--- src/rtl/otter_pl_pkg.sv ---
// Shared types for the OTTER pipeline sequencer: sequencer states, forwarding
// select encoding and the register-match helper used by the forwarding compare.
package otter_pl_pkg;

    typedef enum logic [1:0] {
        RUN   = 2'd0,
        DRAIN = 2'd1,
        TRAP  = 2'd2
    } hz_state_t;

    typedef logic [1:0] fwd_sel_t;

    localparam fwd_sel_t FWD_RF  = 2'd0;
    localparam fwd_sel_t FWD_MEM = 2'd1;
    localparam fwd_sel_t FWD_WB  = 2'd2;

    // x0 is hard-wired to zero, so a write to it must never be forwarded
    function automatic logic regMatch(input logic       regWrite,
                                      input logic [4:0] rd,
                                      input logic [4:0] rs);
        return regWrite && (rd != 5'd0) && (rd == rs);
    endfunction

endpackage

--- src/rtl/otter_fwd_unit.sv ---
// Forwarding compare for one EX-stage ALU operand; the younger MEM result
// takes priority over the WB result when both target the same register.
module otter_fwd_unit
    import otter_pl_pkg::*;
(
    input  logic [4:0] rs_addr_EX_i,
    input  logic [4:0] rd_addr_MEM_i,
    input  logic       regWrite_MEM_i,
    input  logic [4:0] rd_addr_WB_i,
    input  logic       regWrite_WB_i,
    output logic [1:0] fwd_sel_o
);

    always_comb begin
        fwd_sel_o = FWD_RF;
        if (regMatch(regWrite_MEM_i, rd_addr_MEM_i, rs_addr_EX_i)) begin
            fwd_sel_o = FWD_MEM;
        end else if (regMatch(regWrite_WB_i, rd_addr_WB_i, rs_addr_EX_i)) begin
            fwd_sel_o = FWD_WB;
        end
    end

endmodule

--- src/rtl/otter_pl_hazard_ctrl.sv ---
// Central sequencer for the 5-stage OTTER pipeline: load-use stalls, redirect
// flushes, EX operand forwarding and the drain-then-trap interrupt entry.
module otter_pl_hazard_ctrl
    import otter_pl_pkg::*;
#(
    parameter int DRAIN_CYCLES = 3
)
(
    input  logic        clk_i,
    input  logic        reset_i,
    input  logic [4:0]  rs1_addr_ID_i,
    input  logic [4:0]  rs2_addr_ID_i,
    input  logic        rs1_used_ID_i,
    input  logic        rs2_used_ID_i,
    input  logic [31:0] pc_ID_i,
    input  logic [4:0]  rd_addr_EX_i,
    input  logic        regWrite_EX_i,
    input  logic        memRead2_EX_i,
    input  logic [4:0]  rs1_addr_EX_i,
    input  logic [4:0]  rs2_addr_EX_i,
    input  logic [4:0]  rd_addr_MEM_i,
    input  logic        regWrite_MEM_i,
    input  logic [4:0]  rd_addr_WB_i,
    input  logic        regWrite_WB_i,
    input  logic        redirect_EX_i,
    input  logic        INTR_i,
    input  logic        mie_i,
    output logic        pc_stall_o,
    output logic        if_id_stall_o,
    output logic        if_id_flush_o,
    output logic        id_ex_flush_o,
    output logic [1:0]  fwd_a_sel_o,
    output logic [1:0]  fwd_b_sel_o,
    output logic        trap_pc_sel_o,
    output logic        intTaken_o,
    output logic [31:0] epc_o
);

    localparam int               CNT_W    = $clog2(DRAIN_CYCLES) + 1;
    localparam logic [CNT_W-1:0] CNT_LAST = CNT_W'(DRAIN_CYCLES - 1);

    hz_state_t        state_q, state_d;
    logic             pend_q, pend_d;
    logic             idValid_q, idValid_d;
    logic [CNT_W-1:0] cnt_q, cnt_d;
    logic [31:0]      epc_q, epc_d;

    logic       loadUse;
    logic       accept;
    logic       pcStall, ifIdStall, ifIdFlush, idExFlush;
    logic       trapPcSel, intTaken;
    logic [1:0] fwdA, fwdB;

    otter_fwd_unit u_fwd_a (
        .rs_addr_EX_i   (rs1_addr_EX_i),
        .rd_addr_MEM_i  (rd_addr_MEM_i),
        .regWrite_MEM_i (regWrite_MEM_i),
        .rd_addr_WB_i   (rd_addr_WB_i),
        .regWrite_WB_i  (regWrite_WB_i),
        .fwd_sel_o      (fwdA)
    );

    otter_fwd_unit u_fwd_b (
        .rs_addr_EX_i   (rs2_addr_EX_i),
        .rd_addr_MEM_i  (rd_addr_MEM_i),
        .regWrite_MEM_i (regWrite_MEM_i),
        .rd_addr_WB_i   (rd_addr_WB_i),
        .regWrite_WB_i  (regWrite_WB_i),
        .fwd_sel_o      (fwdB)
    );

    // A load result is not ready for EX until it reaches WB, so a dependent ID op waits one cycle
    assign loadUse = memRead2_EX_i && regWrite_EX_i && (rd_addr_EX_i != 5'd0) &&
                     ((rs1_used_ID_i && (rs1_addr_ID_i == rd_addr_EX_i)) ||
                      (rs2_used_ID_i && (rs2_addr_ID_i == rd_addr_EX_i)));

    assign accept = (state_q == RUN) && pend_q && idValid_q && !redirect_EX_i && !loadUse;

    always_comb begin
        state_d   = state_q;
        pend_d    = pend_q;
        cnt_d     = cnt_q;
        epc_d     = epc_q;
        pcStall   = 1'b0;
        ifIdStall = 1'b0;
        ifIdFlush = 1'b0;
        idExFlush = 1'b0;
        trapPcSel = 1'b0;
        intTaken  = 1'b0;

        case (state_q)
            RUN: begin
                if (INTR_i && mie_i) begin
                    pend_d = 1'b1;
                end
                if (redirect_EX_i) begin
                    ifIdFlush = 1'b1;
                    idExFlush = 1'b1;
                end else if (loadUse) begin
                    pcStall   = 1'b1;
                    ifIdStall = 1'b1;
                    idExFlush = 1'b1;
                end else if (accept) begin
                    // The killed ID instruction is the one mret returns to
                    ifIdFlush = 1'b1;
                    idExFlush = 1'b1;
                    epc_d     = pc_ID_i;
                    cnt_d     = '0;
                    state_d   = DRAIN;
                end
            end

            DRAIN: begin
                pcStall   = 1'b1;
                ifIdFlush = 1'b1;
                idExFlush = 1'b1;
                cnt_d     = cnt_q + 1'b1;
                if (cnt_q == CNT_LAST) begin
                    pend_d  = 1'b0;
                    state_d = TRAP;
                end
            end

            TRAP: begin
                intTaken  = 1'b1;
                trapPcSel = 1'b1;
                ifIdFlush = 1'b1;
                idExFlush = 1'b1;
                state_d   = RUN;
            end

            default: begin
                state_d = RUN;
            end
        endcase

        idValid_d = idValid_q;
        if (ifIdFlush) begin
            idValid_d = 1'b0;
        end else if (!ifIdStall) begin
            idValid_d = 1'b1;
        end
    end

    always_ff @(posedge clk_i) begin
        if (reset_i) begin
            state_q   <= RUN;
            pend_q    <= 1'b0;
            idValid_q <= 1'b0;
            cnt_q     <= '0;
            epc_q     <= '0;
        end else begin
            state_q   <= state_d;
            pend_q    <= pend_d;
            idValid_q <= idValid_d;
            cnt_q     <= cnt_d;
            epc_q     <= epc_d;
        end
    end

    // Outputs are forced quiet while reset is held, whatever the decoder presents
    assign pc_stall_o    = !reset_i && pcStall;
    assign if_id_stall_o = !reset_i && ifIdStall;
    assign if_id_flush_o = !reset_i && ifIdFlush;
    assign id_ex_flush_o = !reset_i && idExFlush;
    assign trap_pc_sel_o = !reset_i && trapPcSel;
    assign intTaken_o    = !reset_i && intTaken;
    assign fwd_a_sel_o   = reset_i ? FWD_RF : fwdA;
    assign fwd_b_sel_o   = reset_i ? FWD_RF : fwdB;
    assign epc_o         = reset_i ? 32'h0 : epc_q;

endmodule

--- config.mk ---
export PLATFORM = sky130hd
export DESIGN_NAME = otter_pl_hazard_ctrl
export DESIGN_NICKNAME = d
export VERILOG_FILES = /design/src/rtl/otter_pl_pkg.sv /design/src/rtl/otter_fwd_unit.sv /design/src/rtl/otter_pl_hazard_ctrl.sv
export SDC_FILE = /design/constraint.sdc
export NUM_CORES = 1
export LEC_CHECK = 0
export CORE_MARGIN = 2
export CORE_UTILIZATION = 31
export DETAILED_ROUTE_END_ITERATION = 6
export PLACE_DENSITY_LB_ADDON = 0.1
export SYNTH_ARGS = -nofsm -noshare
export SYNTH_HDL_FRONTEND = slang
export SYNTH_SLANG_ARGS = --single-unit
--- constraint.sdc ---
create_clock -name clk_i -period 2.6 [get_ports clk_i]
set_clock_uncertainty 0.1 [all_clocks]
set_input_delay 0.52 -clock clk_i [delete_from_list [all_inputs] [get_ports clk_i]]
set_output_delay 0.52 -clock clk_i [all_outputs]
set_load 0.01 [all_outputs]
==> metrics.md <==
| Metric | Value |
|---|---|
| Crit-path max cell delay | `0.49 ns` |
| Die Y-Extent | `90.5 um` |
| Clock tree from TritonCTS | `yes` |
| Slew Viols, Final | `0` |
| Overflow left after global routing | `0` |
| Netlist area before placement | `2320 sq um` |
| Final net count | `491` |
| Cells on worst reg2reg path | `9` |
| Startpoint of the most critical register-to-register path | `state_q[0]$_SDFFE_PP0P_` |
| Total leakage power | `0.00149 uW` |
| Cells after synthesis | `261` |
| Worst endpoint data arrival time | `1.96 ns` |
| Number of buffers on the longest clock path | `2` |
| Global-route wire length before repair | `9850 um` |
| Total detailed-routing wirelength | `5910 um` |
| Clock transition time at the flip-flop clock pins of the worst setup and hold paths | `0.07 ns` |
| Synth Warn # | `0` |
| Critical path cell sequence | `dlygate4sd2_1, buf_6, xor2_1, or4_4, nor4_2, buf_2` |
| Min setup slack post-route | `0.0226 ns` |
| Diodes inserted | `0` |
| Unique cell type count in the Yosys netlist | `36` |
| Site row count | `31` |
| Number of synthesized flops with an enable pin | `0` |
| RSZ-0062 raised after global routing | `yes` |
| Global-route usage over all layers | `14.4%` |
| Power density normalized to cell area | `465 nW/um^2` |
| Clk Tree Root Cell | `clkbuf_8` |
| Proportion of synthesized flip-flops having asynchronous set or reset | `0%` |
| CTS buffer count | `5` |
| Horiz. Die Dim | `90.5 um` |
| Number of global-route vias before repair | `2,204` |
| DR vias | `2,258` |
| Number of nets with antenna violations after detailed routing | `0` |
| Max Fanout on Critical Path | `2` |
| Share of cells above drive strength 1 | `17.0%` |
| Floorplan Core Area | `7250 sq um` |
| FF-to-FF End | `cnt_q[1]$_SDFFE_PP0P_` |
| Starting Density | `32.0%` |
| Post-route worst hold slack | `0.388 ns` |
| Period utilisation layout | `99.1%` |
| Run status | `finished clean` |
| Most numerous cell in the Yosys netlist | `nor2_1` |
| # port buffers | `119` |
| Top-area cell type share of the netlist area | `33.7%` |
| Routed wire length per instance | `11.7 um` |
| Element type at the critical path start | `primary input` |
| Cell area after placement | `3780 sq um` |
| Buffer and inverter count on the worst path | `3` |
| Pin slew with the least headroom to its limit | `0.616 ns` |
| Number of failing setup endpoints in the final timing report | `0` |
| Fraction of met3 tracks used by global routing | `4.59%` |
| Clock sink count | `39` |
| Minimum period implied by the final worst setup slack | `2.58 ns` |
| Half-perimeter wire length after detailed placement | `4590 um` |
| Hold Path Stages | `2` |
| Most used standard cells in the synthesized netlist | `nor2_1 (40), dfxtp_1 (39), nor2b_1 (33)` |
| Number of max-cap violations | `0` |
| Final hold violation count | `0` |
| Worst setup slack before clock tree synthesis | `-0.800 ns` |
| Core occupancy in the finished layout | `53.8%` |
| Slowest stage cell, crit path | `or4_4` |
| Top cells by area, synth | `dfxtp_1 (34%), mux2i_1 (14%), nor2b_1 (8.9%)` |
| Max Clock Freq | `0.388 GHz` |
| Largest net degree at the start of global routing | `42` |
| Highest-utilization routing layer at the global route stage | `met2` |
| Number of synthesized register bits | `39` |
| Worst path required time | `1.98 ns` |
| First drt pass iteration count | `4` |
| M2 GR Usage | `25.2%` |
| CP top delay family | `simple AND/OR/NAND/NOR gates` |
| Register-to-register setup slack | `0.34 ns` |
| Sequential fraction of the synthesis area | `33.7%` |
| Mapped Nets | `346` |
| Post-CTS Repair Setup Buffers | `0` |
| Worst ir drop on vdd | `189 uV` |
| DRC viols | `0` |
| Worst hold path class | `flip-flop to flip-flop` |
| Post-layout instance area | `3900 sq um` |
| DRC violation total after the first TritonRoute iteration | `24` |
| Start point of the worst min-delay path | `epc_q[26]$_SDFFE_PP0P_` |
| Critical path endpoint category | `output pin` |
| Endpoint, Worst Hold | `epc_q[26]$_SDFFE_PP0P_` |
| Top-level port count | `120` |
| Final estimated routing congestion in global placement | `0.854` |
| Worst slew margin relative to its limit | `58.9%` |
| P&R area growth vs syn | `68.3%` |
| CTS H-Tree Depth | `2` |
| Clock latency of the later-clocked register in the worst-skew pair | `0.28 ns` |
| Total die area | `8190 sq um` |
| Type of the worst setup path | `primary input to output pin` |
| Average size of a mapped cell | `8.89 sq um` |
| Antenna violations before repair | `0` |
| Via-per-instance ratio | `4.46` |
| Main synth FF type | `dfxtp_1` |
| Grt met1 use | `16.8%` |
| Dominant cell type by area after synthesis | `dfxtp_1` |
## worst register-to-register path, delay by kind of cell (launching register included)
| kind | cells | cell delay (ns) |
|---|---|---|
| adder cells (fa/ha/maj) | 1 | 0.17 |
| AO/OA/AOI/OAI | 2 | 0.42 |
| buffers and inverters | 3 | 0.69 |
| AND/OR/NAND/NOR | 3 | 0.45 |
| flip-flops | 1 | 0.32 |
## cells by family after synthesis
| group | Yosys count | share of synthesized area, % |
|---|---|---|
| and+or+nand+nor | 107 | 23.1 |
| DFF | 39 | 33.7 |
| muxes | 32 | 13.8 |
| xor gates and xnor gates | 31 | 11.7 |
| AOI/OAI and AO/OA | 23 | 7.77 |
| buffers and inverters | 22 | 6.15 |
| adders and majority gates | 7 | 3.78 |
## flip-flops by register name (all words and copies together), names as in the netlist
register   cells
cnt_q          3
epc_q         32
idValid_q      1
pend_q         1
state_q        2
## placed cells by master, fill, tap and decap left out, types with 7 or more instances in the layout
cell type	netlist	layout
clkdlybuf4s50_1	0	83
nor2_1	40	40
dfxtp_1	39	39
nor2b_1	33	33
mux2i_1	32	32
buf_4	1	27
xnor2_1	23	23
dlygate4sd2_1	0	20
buf_2	0	9
nand2_1	9	8
xor2_1	8	8
buf_6	1	8
inv_1	7	7
ha_1	7	7
## where the power goes
group / switching [uW] / internal [uW]
logic: 290 / 350
clock network: 212 / 286
registers: 35.0 / 641
total: 537 / 1280
## layout make-up
type	count	area, sq um
clock buffers	5	68.8
well taps	99	124
clock inverters	3	43.8
repair buffers	153	1390
inverters	7	26.3
fillers	696	3350
multi-input cells	200	1470
flip-flops and latches	39	781
## metrics by stage
step                power (uW)  instances   TNS, ns
finish                    1810        506         0
CTS                       1830        506  -0.00324
floorplan                 1020        261         0
global route              1930        506   -0.0730
global placement          1310        499    -20.11
detailed placement        1310        499    -20.66
## routing by layer
layer  part of all wire, %  vias to the layer above
met2                    47                       82
met1                    43                      998
met3                   8.4                        4
li1                      -                     1174
met4                  0.86                        0
met5                     0                        -
## what timing repair did
action	in CTS	in global routing
hold buffers	0	0
endpoints found under the setup margin	64	12
gates resized for setup	84	11
pin swaps	25	12
hold endpoints to repair	0	0
## how the worst max path moves through the flow
stage                     endpoint  depth (start not counted)             start  slack (ns)
finish              fwd_b_sel_o[1]                          6   rd_addr_WB_i[1]        0.02
global route        fwd_b_sel_o[1]                          5     regWrite_WB_i       -0.03
CTS                  if_id_flush_o                          8   rd_addr_EX_i[1]      -0.003
detailed placement   id_ex_flush_o                          7   rd_addr_EX_i[0]       -0.80
global placement     id_ex_flush_o                          7   rd_addr_EX_i[0]       -0.75
floorplan           fwd_b_sel_o[1]                          4  rd_addr_MEM_i[0]         0.1
No activity file was read; power rests on OpenSTA's default activity.
==> edit 1 (same settings) <==
The 3 states of `hz_state_t` get a one-hot encoding in 3 bits.
--- a/src/rtl/otter_pl_pkg.sv
+++ b/src/rtl/otter_pl_pkg.sv
@@ -4,6 +4,6 @@
 
-    typedef enum logic [1:0] {
-        RUN   = 2'd0,
-        DRAIN = 2'd1,
-        TRAP  = 2'd2
+    typedef enum logic [2:0] {
+        RUN   = 3'b001,
+        DRAIN = 3'b010,
+        TRAP  = 3'b100
     } hz_state_t;
Formal check against the unedited RTL: no difference found for any inputs over 4 cycles, from zero or initial values and one cycle with reset_i high; so few cycles prove little.
==> edit 1 against the original RTL <==
Setup slack gained 0.046 ns. Final area up 0.51%. Wire length rose by 3.3%. Worst hold slack gained 0.023 ns. Final cell count decreased by 4.0%. Sequential cell count grew 1. Count of clock-buffer cells in the layout did not move. Area after synthesis is the same. Critical endpoint is now id_ex_flush_o. Highest routed layer unchanged.
Power is not compared: it rests on default switching activity, and its combinational part moved more than twofold at a synthesized area within 25%.
==> edit 1: results <==
{
  "slowest_stage": "or3_1",
  "final_nets": 466,
  "post-place-ws_ns": -0.709,
  "cp_slowest_stage_delay_ns": 0.40,
  "wl_um": 6110,
  "wl_met3_um": 471,
  "vias": 2186,
  "grt_use_met2": 0.249,
  "synthXorXnorAreaFrac": 0.113,
  "grt_pass1_wl_um": 10000,
  "cp_max_fo": 3,
  "gp_congestion": 0.855,
  "cp_top_family": "buffers and inverters",
  "track_usage": 0.148,
  "ctsResizeCount": 59,
  "clk_pin_slew_ns": 0.09,
  "grt_util_met1": 0.179,
  "worst_slew_pin_slew_ns": 0.353,
  "synth_adder_area_share": 0.0108,
  "muxShareOfSynthArea": 0.155,
  "syn_nets": 326,
  "wl_met2_um": 2920,
  "placed_cells": 478,
  "reg.largest.list": "epc_q (32), cnt_q (3), state_q (3)",
  "grt_max_degree": 63,
  "wl_per_cell_um": 12.6,
  "synth_compound_area_frac": 0.0626,
  "wl_met1_um": 2650,
  "ys_seq_area_frac": 0.345,
  "outcome": "complete, no violations",
  "cts_setup_buffers": 1,
  "rr_worst_depth": 7,
  "drive_above_1_share": 0.209,
  "drt_iter0_drc": 46,
  "postPlaceCellArea_um2": 3790,
  "syn_avg_cell_area_um2": 9.43,
  "fill_cells": 695,
  "dp_hpwl_um": 4630,
  "netlist_top_cells_area": "dfxtp_1 35%, nor2b_1 18%, mux2_2 12%",
  "cp.arrival_ns": 1.91,
  "synth_common_cells": "66 x nor2b_1, 40 x dfxtp_1, 25 x mux2_2, 22 x xnor2_1, 9 x clkbuf_1",
  "met3_usage": 0.0451,
  "ctsRootBufferMaster": "clkbuf_8",
  "ys.flop_type": "dfxtp_1"
}
## edit 1: worst min-delay path, delay by kind of cell (launching register included)
family / cells / cell delay, ns
AOI/OAI and AO/OA: 1 / 0.06
DFF: 1 / 0.34
and+or+nand+nor: 1 / 0.08
## edit 1: worst paths after layout
| path | start | end | slack [ns] |
|---|---|---|---|
| worst max-delay path | rd_addr_EX_i[2] | id_ex_flush_o | 0.07 |
| worst min-delay path | pend_q | pend_q | 0.41 |
| worst max register to register | state_q[2] | epc_q[9] | 0.66 |
| worst min register to register | pend_q | pend_q | 0.41 |
## edit 1: final cells by class
class	count	area, um2	share of cell area
clock buffers	5	68.8	0.0175
well taps	99	124	0.0316
inverters	2	7.51	0.00191
flip-flops and latches	40	801	0.204
clock inverters	3	46.3	0.0118
multi-input cells	191	1480	0.377
repair buffers	146	1400	0.356
## edit 1: power by group
part	internal, W	switching [W]	total (W)
registers	0.000620	0.00000213	0.000622
clock network	0.000289	0.000242	0.000532
logic	0.000181	0.000104	0.000285
total	0.00109	0.000348	0.00144
==> edit 2 (config.mk and constraints unchanged) <==
Without the edit above. Change the parameter `DRAIN_CYCLES` from 3 to 6.
--- a/src/rtl/otter_pl_hazard_ctrl.sv
+++ b/src/rtl/otter_pl_hazard_ctrl.sv
@@ -5,3 +5,3 @@
 #(
-    parameter int DRAIN_CYCLES = 3
+    parameter int DRAIN_CYCLES = 6
 )
Function: changed (Yosys sat finds a counterexample within 10 cycles, from zero or initial values and one cycle with reset_i high).
==> edit 2 against the original RTL <==
Power down 0.31%. Global-route usage up 1.1 points. Utilization up 0.13 points. Wire length up 8.5%. Setup slack better by 0.037 ns. Final area up 1.3%. Maximum frequency up 1.4%. Sequential cell count up 1. Area after synthesis up 2.2%. Critical path type unchanged.
==> edit 2: results <==
{
  "drive_above_1_share": 0.174,
  "design_area_um2": 3960,
  "wl_met3_um": 307,
  "synth.distinct_cells": 42,
  "slowest_stage": "or3_4",
  "p_sw_frac": 0.291,
  "grt_pass1_vias": 2255,
  "gp_congestion": 0.783,
  "viasPerCell": 4.42,
  "nClkBuffers": 6,
  "holdCritPathClass": "reg -> reg",
  "seq_share": 0.202,
  "synthXorXnorAreaFrac": 0.111,
  "clock_sink_count": 40,
  "fill_cells": 689,
  "cts_buffer_depth": 2,
  "synth_adder_area_share": 0.0369,
  "ir_drop_uv": 339,
  "ctsResizeCount": 81,
  "drt_iter0_drc": 41,
  "cp_max_fo": 3,
  "post-place-ws_ns": -0.708,
  "pg_comb_w": 0.000623,
  "cp.arrival_ns": 1.92,
  "inverters": 6,
  "r2r-end": "epc_q[16]",
  "wl_met1_um": 2990,
  "met3_usage": 0.0340,
  "postPlaceCellArea_um2": 3800,
  "cts_setup_buffers": 4,
  "track_usage": 0.155,
  "grt_use_met2": 0.263,
  "outcome": "complete, no violations",
  "hold_end": "epc_q[9]",
  "netlist_top_cells_area": "dfxtp_1 34%, mux2i_1 14%, nor2b_1 8.7%",
  "ys_seq_area_frac": 0.338,
  "dp_hpwl_um": 4760,
  "maxSlewHeadroom": 0.617,
  "syn_nets": 345,
  "synth_common_cells": "40 x dfxtp_1, 36 x nor2_1, 33 x nor2b_1, 32 x mux2i_1, 22 x xnor2_1",
  "synth_compound_area_frac": 0.0945,
  "rr_worst_depth": 8,
  "grt_util_met1": 0.196,
  "grt_pass1_wl_um": 10700,
  "seqPwrFrac": 0.382,
  "muxShareOfSynthArea": 0.135,
  "syn_avg_cell_area_um2": 9.12,
  "reg.largest.list": "epc_q (32), cnt_q (4), state_q (2)",
  "yosys_warnings": 0,
  "cp_slowest_stage_delay_ns": 0.37,
  "hold_path.startpoint": "epc_q[9]",
  "clock_area_frac": 0.0272,
  "power.leakage_nw": 1.52,
  "finalHoldWorstSlack_ns": 0.385,
  "multi_input_area_share": 0.380,
  "syn_to_final_growth_pct": 66.8,
  "ctsRootBufferMaster": "clkbuf_8",
  "wl_met2_um": 3060,
  "wl_um": 6420,
  "rrSetupSlack_ns": 0.40
}
## edit 2: worst max-delay path: cells and delay by family
family | cells | cell delay (ns)
AOI/OAI and AO/OA | 3 | 0.68
and+or+nand+nor | 2 | 0.48
buffers and inverters | 2 | 0.24
## edit 2: how the worst max path moves through the flow
| stage | startpoint | cells after the start | slack, ns | endpoint |
|---|---|---|---|---|
| 2_1_floorplan | rd_addr_EX_i[0] | 5 | 0.02 | if_id_flush_o |
| 3_3_place_gp | rd_addr_EX_i[1] | 7 | -0.70 | if_id_flush_o |
| 3_5_place_dp | rd_addr_EX_i[1] | 7 | -0.71 | if_id_flush_o |
| 4_1_cts | rd_addr_EX_i[2] | 7 | -0.05 | if_id_flush_o |
| 5_1_grt | rs1_addr_ID_i[1] | 9 | -0.03 | if_id_flush_o |
| 6_report | rd_addr_EX_i[2] | 7 | 0.06 | if_id_flush_o |
